===== config.mk =====
export PLATFORM = sky130hd
export DESIGN_NAME = ssd_word_sched
export DESIGN_NICKNAME = d
export VERILOG_FILES = /design/src/rtl/ssd_word_sched_pkg.sv /design/src/rtl/ssd_rr_pick.sv /design/src/rtl/ssd_word_sched.sv
export SDC_FILE = /design/constraint.sdc
export NUM_CORES = 1
export LEC_CHECK = 0
export CAP_MARGIN = 15
export CORE_ASPECT_RATIO = 1.1
export CORE_MARGIN = 4
export CORE_UTILIZATION = 30
export CTS_BUF_LIST = sky130_fd_sc_hd__clkbuf_8
export CTS_CLUSTER_SIZE = 8
export DETAILED_ROUTE_END_ITERATION = 6
export PLACE_DENSITY = 0.51
export SYNTH_ARGS = -nofsm -noshare
export SYNTH_HDL_FRONTEND = slang
export SYNTH_HIERARCHICAL = 1
export SYNTH_SLANG_ARGS = --single-unit

===== constraint.sdc =====
create_clock -name CLK -period 2.9 [get_ports CLK]
set_input_delay 0.58 -clock CLK [delete_from_list [all_inputs] [get_ports CLK]]
set_output_delay 0.58 -clock CLK [all_outputs]
set_load 0.02 [all_outputs]

===== src/rtl/ssd_word_sched_pkg.sv =====
// Shared types and helpers for the seven-segment word scheduler.
package ssd_pkg;

  localparam int WORD_W = 16;

  typedef enum logic [1:0] {IDLE, HOLD, SCAN} ssd_sched_state_t;

  // Index width that never collapses to zero bits for tiny requester counts.
  function automatic int clog2_min1(input int n);
    return (n <= 2) ? 1 : $clog2(n);
  endfunction

endpackage


===== src/rtl/ssd_rr_pick.sv =====
// Combinational round-robin picker: searches from last+1, wrapping, last index checked last.
module ssd_rr_pick
  import ssd_pkg::*;
#(
  parameter int unsigned N_REQ = 4,
  parameter int unsigned IDX_W = clog2_min1(N_REQ)
) (
  input  logic [N_REQ-1:0] i_pend,
  input  logic [IDX_W-1:0] i_last,
  output logic             o_any,
  output logic [IDX_W-1:0] o_pick
);

  logic [IDX_W-1:0] w_idx;

  always_comb begin
    o_any  = 1'b0;
    o_pick = '0;
    w_idx  = i_last;
    for (int unsigned k = 0; k < N_REQ; k++) begin
      // Explicit wrap so non-power-of-two counts stay in range.
      w_idx = (w_idx == IDX_W'(N_REQ - 1)) ? '0 : w_idx + 1'b1;
      if (!o_any && i_pend[w_idx]) begin
        o_any  = 1'b1;
        o_pick = w_idx;
      end
    end
  end

endmodule


===== src/rtl/ssd_word_sched.sv =====
// Time-shares the seven-segment display between N_REQ word producers,
// holding each granted word for at least HOLD_CYCLES clocks.
module ssd_word_sched
  import ssd_pkg::*;
#(
  parameter int unsigned       N_REQ       = 4,
  parameter int unsigned       HOLD_W      = 24,
  parameter logic [HOLD_W-1:0] HOLD_CYCLES = 24'd5_000_000
) (
  input  logic                          CLK,
  input  logic                          RST_N,
  input  logic [N_REQ-1:0]              REQ_VALID,
  input  logic [WORD_W*N_REQ-1:0]       REQ_WORD,
  output logic [N_REQ-1:0]              REQ_ACK,
  input  logic                          FREEZE,
  output logic [WORD_W-1:0]             WORD,
  output logic [clog2_min1(N_REQ)-1:0]  OWNER,
  output logic                          OWNER_VALID
);

  localparam int unsigned       IDX_W     = clog2_min1(N_REQ);
  localparam logic [HOLD_W-1:0] HOLD_LAST = HOLD_CYCLES - 1'b1;

  ssd_sched_state_t  r_state, w_state_nxt;
  logic [WORD_W-1:0] r_buf [N_REQ];
  logic [N_REQ-1:0]  r_pend;
  logic [N_REQ-1:0]  r_ack;
  logic [HOLD_W-1:0] r_cnt;
  logic [IDX_W-1:0]  r_last;
  logic [IDX_W-1:0]  r_owner;
  logic [WORD_W-1:0] r_word;
  logic              r_owner_valid;

  logic              w_any;
  logic [IDX_W-1:0]  w_pick;
  logic              w_grant;
  logic [N_REQ-1:0]  w_clr;

  ssd_rr_pick #(
    .N_REQ (N_REQ),
    .IDX_W (IDX_W)
  ) u_pick (
    .i_pend (r_pend),
    .i_last (r_last),
    .o_any  (w_any),
    .o_pick (w_pick)
  );

  // A capture on the granted index re-sets pend, so the new word stays queued.
  always_comb begin
    w_clr = '0;
    if (w_grant) w_clr[w_pick] = 1'b1;
  end

  always_ff @(posedge CLK or negedge RST_N) begin
    if (!RST_N) begin
      for (int unsigned i = 0; i < N_REQ; i++) r_buf[i] <= '0;
      r_pend <= '0;
      r_ack  <= '0;
    end else begin
      r_ack  <= REQ_VALID;
      r_pend <= (r_pend & ~w_clr) | REQ_VALID;
      for (int unsigned i = 0; i < N_REQ; i++) begin
        if (REQ_VALID[i]) r_buf[i] <= REQ_WORD[WORD_W*i +: WORD_W];
      end
    end
  end

  always_comb begin
    w_state_nxt = r_state;
    w_grant     = 1'b0;
    case (r_state)
      IDLE, SCAN: begin
        if (w_any && !FREEZE) begin
          w_grant     = 1'b1;
          w_state_nxt = HOLD;
        end
      end
      HOLD: begin
        if (!FREEZE && (r_cnt == HOLD_LAST)) w_state_nxt = SCAN;
      end
      default: w_state_nxt = IDLE;
    endcase
  end

  always_ff @(posedge CLK or negedge RST_N) begin
    if (!RST_N) r_state <= IDLE;
    else        r_state <= w_state_nxt;
  end

  always_ff @(posedge CLK or negedge RST_N) begin
    if (!RST_N) begin
      r_cnt         <= '0;
      r_last        <= IDX_W'(N_REQ - 1);
      r_word        <= '0;
      r_owner       <= '0;
      r_owner_valid <= 1'b0;
    end else if (w_grant) begin
      r_word        <= r_buf[w_pick];
      r_owner       <= w_pick;
      r_last        <= w_pick;
      r_owner_valid <= 1'b1;
      r_cnt         <= '0;
    end else if (r_state == HOLD && !FREEZE) begin
      r_cnt <= r_cnt + 1'b1;
    end
  end

  assign REQ_ACK     = r_ack;
  assign WORD        = r_word;
  assign OWNER       = r_owner;
  assign OWNER_VALID = r_owner_valid;

endmodule


# Yosys cells after proc, flatten, opt, wreduce, memory -nomap -nowiden
# Cells that the tools add are included.
[word_totals]
in_bits = 71
reg_bits = 119
[op_classes]
n_reduce_logical = 15
n_eq_ne = 9
order_cmp = 7
addsub = 5
n_mux = 33
bitwise_logic = 4
[op_table]
columns = ["op", "count"]
rows = [
  ["$mux 24", 2],
  ["$bmux 16 s2", 1],
  ["$mux 16", 2],
  ["$add 24x1->24 const B", 1],
  ["$eq 24x23->1 const B", 1],
  ["$mux 2", 10],
  ["$lt 2x3->1 const B", 5],
  ["$mux 1", 11],
  ["$eq 2x2->1 const B", 5],
  ["$add 2x1->2 const B", 4],
  ["$bmux 1 s2", 4],
  ["$logic_and 1x1->1", 7],
  ["$and 4x4->4", 1],
  ["$logic_not 1->1", 4],
  ["$mux 4", 1],
  ["$ne 2x2->1 const B", 2],
  ["$not 4->4", 1],
  ["$or 4x4->4", 1],
  ["$pmux 2 s2", 1],
  ["$ge 3x3->1 const B", 1],
  ["$not 2->3", 1],
  ["$demux 1 s2", 1],
  ["$eq 2x1->1 const B", 1],
  ["$ge 2x1->1 const B", 1],
  ["other kinds (4)", 4],
]

# Logic depth before layout (Yosys ltp)
[depth]
depth_word = 22
depth_mapped = 8
ltp_nobuf = 7

# Hierarchy
# The synthesis kept the hierarchy.
[by_module_without_submodules]
columns = ["module", "cells_per_inst", "area_each_um2", "instances"]
rows = [
  ["ssd_word_sched", 409, 5177.5, 1],
  ["ssd_rr_pick", 15, 107.6, 1],
]

# Least setup slack after synthesis
# OpenSTA, ideal clock, no wires.
[synth_timing]
path_type = "reg2reg"
from = "register r_last[0]"
to = "register r_word[10], in the netlist WORD[10]"
path_stages_with_launch = 9
setup_slack_ns = 0.536
path_buffers = 1
synth_period_minus_slack_ns = 2.364
setup_ns = 0.117
t_arrival_ns = 2.247
path_cell_list = "dfstp_2 > ha_1 > nand2_2 > a21oi_1 > nor3_1 > clkbuf_1 > mux4_2 > nand2_1 > nand2_1"
[synth_between]
elab_chain_len = 18
[synth_rtl]
columns = ["item", "line_no", "rtl"]
rows = [
  ["start: declaration", "ssd_word_sched.sv:29", "logic [IDX_W-1:0] r_last;"],
  ["start signal: assignment", "ssd_word_sched.sv:94", "r_last <= IDX_W'(N_REQ - 1);"],
  ["start signal: assignment", "ssd_word_sched.sv:101", "r_last <= w_pick;"],
  ["$add 2x1->2 or $eq 2x2->1 (tied branches)", "ssd_rr_pick.sv:22", "w_idx = (w_idx == IDX_W'(N_REQ - 1)) ? '0 : w_idx + 1'b1;"],
  ["$mux 2 *", "ssd_rr_pick.sv:22", ""],
  ["parallel branches: the longest is 11 deep, another holds $add 2x1->2", "--", ""],
  ["$mux 2 *", "ssd_rr_pick.sv:23", "if (!o_any && i_pend[w_idx]) begin"],
  ["net w_pick[0]", "ssd_word_sched.sv:35", "logic [IDX_W-1:0] w_pick;"],
  ["$not 2->3 (not written as such) *", "ssd_word_sched.sv:99", "r_word <= r_buf[w_pick];"],
  ["$bmux 16 s2 *", "ssd_word_sched.sv:99", ""],
  ["$mux 16 (not written as such) * (2 in series)", "ssd_word_sched.sv:99", ""],
  ["end signal: assignment", "ssd_word_sched.sv:99", ""],
  ["end: declaration", "ssd_word_sched.sv:31", "logic [WORD_W-1:0] r_word;"],
]
# Mark *: on every way through the listed nets, which the timed path passes. The select of a mux whose other input is x is not followed.
# A chain may end at the register's enable or synchronous reset.

# Worst setup path in the final report
[layout_timing]
from = "register r_last[0]"
to = "register r_word[13], in the netlist WORD[13]"
# Same word-level chain as after synthesis.

==> flow_summary_export.csv <==
group,metric,value,unit
die,initial_core_util,0.308,
logic_synthesis,yosysTopAreaCell,"dfrtp_1",
clock_tree,root_buffer,"clkbuf_8",
timing,maxClockFrequency,0.424,GHz
logic_synthesis,syn_nets,497,
power_and_ir_drop,max-vdd-ir-drop,0.000375,V
power_and_ir_drop,p_per_area,789,nW/µm²
job,drv_cap,0,
grt,grt_start_max_net_pins,120,
timing,clock_skew,8.38,ps
timing,slew_violations,0,
clock_tree,clock_sinks,119,
timing,setup_total_negative_slack,0,ps
critical_path,critPathKind,"register to register",
layout,drive_above_1_share,0.261,
logic_synthesis,synth_cell_type_count,48,
power_and_ir_drop,p_leak,2.86,nW
layout,area_delta_synth_final,31.4,%
logic_synthesis,yosysSeqAreaShare,0.564,
clock_tree,cts_made_buffers,17,
critical_path,cp-end-kind,"register",
grt,grt_pass1_vias,4074,
logic_synthesis,synth_edf_count,0,
timing,period_share,0.814,
logic_synthesis,synth.cell_area,5290,µm²
clock_tree,post-cts-setup-buffers,0,
critical_path,crit_path_max_fanout,15,
logic_synthesis,ys_ff_latch,119,
die,die_area,19800,µm²
logic_synthesis,yosysMostFrequentCell,"dfrtp_1",
logic_synthesis,synth_cells,424,
clock_tree,clock_latency,430,ps
place,place.gp.congestion,0.802,
drt,dr_total_vias,3654,
worst_hold_path,hold_class,"input pin to asynchronous set/reset pin",
clock_tree,clock_path_buffers,2,
die,die_h,147,µm
clock_tree,clk_pin_slew_worst_paths,80,ps
die,core,17100,µm²
logic_synthesis,yosys_warnings,6,
run_status,status,"complete, no violations",
die,rows,50,
timing,layout_setup_ws,540,ps
drt,first_pass_iters,4,
place,hpwl,8840,µm
layout,n_fill_cell,1679,
timing,hold_viol,0,
clock_tree,htree_levels,4,
logic_synthesis,ys_top_cells_by_area,"dfrtp_1 (55%), mux2_2 (14%), mux4_2 (6.8%)",
drt,vias_per_cell,4.71,
timing,setup_viol,0,
critical_path,rrSetupSlack,540,ps
die,die_w,135,µm
grt,grt_pass1_wl,21100,µm
critical_path,critical_path_required,3230,ps
drt,drc_errors,0,
timing,rsz0062_at_grt,"no",
logic_synthesis,synth_top_area_frac,0.554,
grt,grt_use_total,0.137,
logic_synthesis,synth_flop_cell,"dfrtp_1",
place,dp_slack,184,ps
grt,antenna_found_initial,0,
clock_tree,cts_resized,0,
critical_path,arrival,2690,ps
die,io_pins,94,
logic_synthesis,async_flop_share,1.00,
logic_synthesis,synth_area_per_cell,12.5,µm²
clock_tree,cts_tree,"done",
drt,drt_wl_total,12600,µm
clock_tree,hold_buffers,0,
layout,nets,601,
place,portBuffers,93,
layout,n_antenna_cell,0,
timing,worst_pin_slew,700,ps
logic_synthesis,synth_commonest_cells,"dfrtp_1 (117), nand2_1 (73), mux2_2 (65)",
drt,drtAntennaViolNets,0,
grt,grt_overflow,0,
drt,wire_per_inst,16.3,µm
timing,max_slew_margin,0.533,
drt,drt_iter0_markers,122,
timing,fin_crit,2360,ps
critical_path,cp-start-kind,"register",
[layout by cell type, fill, tap and decap left out, drive strengths merged, types with 2 or more instances in the layout]
master           n
a21oi           15
and2             2
and4             2
buf             15
bufinv           2
clkbuf          18
clkdlybuf4s50   92
clkinv           4
clkinvlp         4
dfrtp          117
dfstp            2
ha               2
inv              9
mux2            65
mux2i            2
mux4            16
nand2           74
nand2b           7
nand3            7
nand4            8
nand4b           3
nor2            11
nor3             6
nor3b            2
nor4             6
nor4b            2
o21ai           12
o31ai            3
or3              9
or3b             2
or4              4
xnor2            3
xor2             4
[worst paths after layout]
path | startpoint | endpoint | depth (start not counted)
hold / removal | RST_N | r_cnt[21] | 2
max in group asynchronous | RST_N | WORD[0] | 2
setup reg to reg | r_last[0] | WORD[13] | 8
setup / recovery | r_last[0] | WORD[13] | 8
hold reg to reg | r_last[1] | r_last[1] | 2
min in group CLK | r_last[1] | r_last[1] | 2
[power breakdown]
part	switching, mW	total, mW	internal (mW)	leakage [nW]
registers	0.185	2.11	1.92	1.44
clock network	0.707	1.50	0.792	0.192
logic	0.860	1.87	1.01	1.22
[metrics by stage]
step	total power, mW	utilization	cell area (µm²)	hold WS [ps]	std cells
3_5_place_dp	4.05	0.382	6550	457	743
2_1_floorplan	3.32	-	5290	284	424
4_1_cts	5.58	0.405	6950	250	775
6_report	5.48	0.405	6950	184	775
5_1_grt	5.83	0.405	6950	242	775
3_3_place_gp	4.02	0.382	6550	451	743
[cell families (layout without fill, tap and decap cells)]
family | count (synthesis) | count (layout) | synth area share
buf+inv | 27 | 144 | 0.0204
flops | 119 | 119 | 0.564
xor+xnor | 7 | 7 | 0.0116
mux | 83 | 83 | 0.210
simple gates | 146 | 146 | 0.139
compound gates | 40 | 40 | 0.0497
fa+ha+maj | 2 | 2 | 0.00473
[state kept, by name, indices dropped and copies added (netlist names)]
signal,count
r_cnt,24
r_last,2
OWNER,2
r_state,2
WORD,16
REQ_ACK,4
r_pend,4
r_buf,64
OWNER_VALID,1
[metal layers]
layer / part of all wire / global-route usage / up-vias
met4: 0.021 / 0.0596 / 0
met3: 0.034 / 0.0373 / 17
met5: 0 / 0 / -
met2: 0.53 / 0.235 / 88
li1: - / - / 1734
met1: 0.42 / 0.160 / 1815
[cell type report]
type	instances	area, µm²	area share
Clock buffer	18	248	0.0357
Clock inverter	14	149	0.0214
Inverter	5	18.8	0.00270
Multi-Input combinational cell	278	2210	0.318
Sequential cell	119	2980	0.429
Tap cell	234	293	0.0421
Timing Repair Buffer	107	1050	0.151
[critical path, stage by stage (launching register included)]
cell and delay (ps):
dfstp_2 600, ha_1 300, nand2_2 120, a21oi_1 80, nor3_2 150, buf_4 330, mux4_2 540, nand2_1 80
nand2_1 50
No activity file was read; power rests on OpenSTA's default activity.
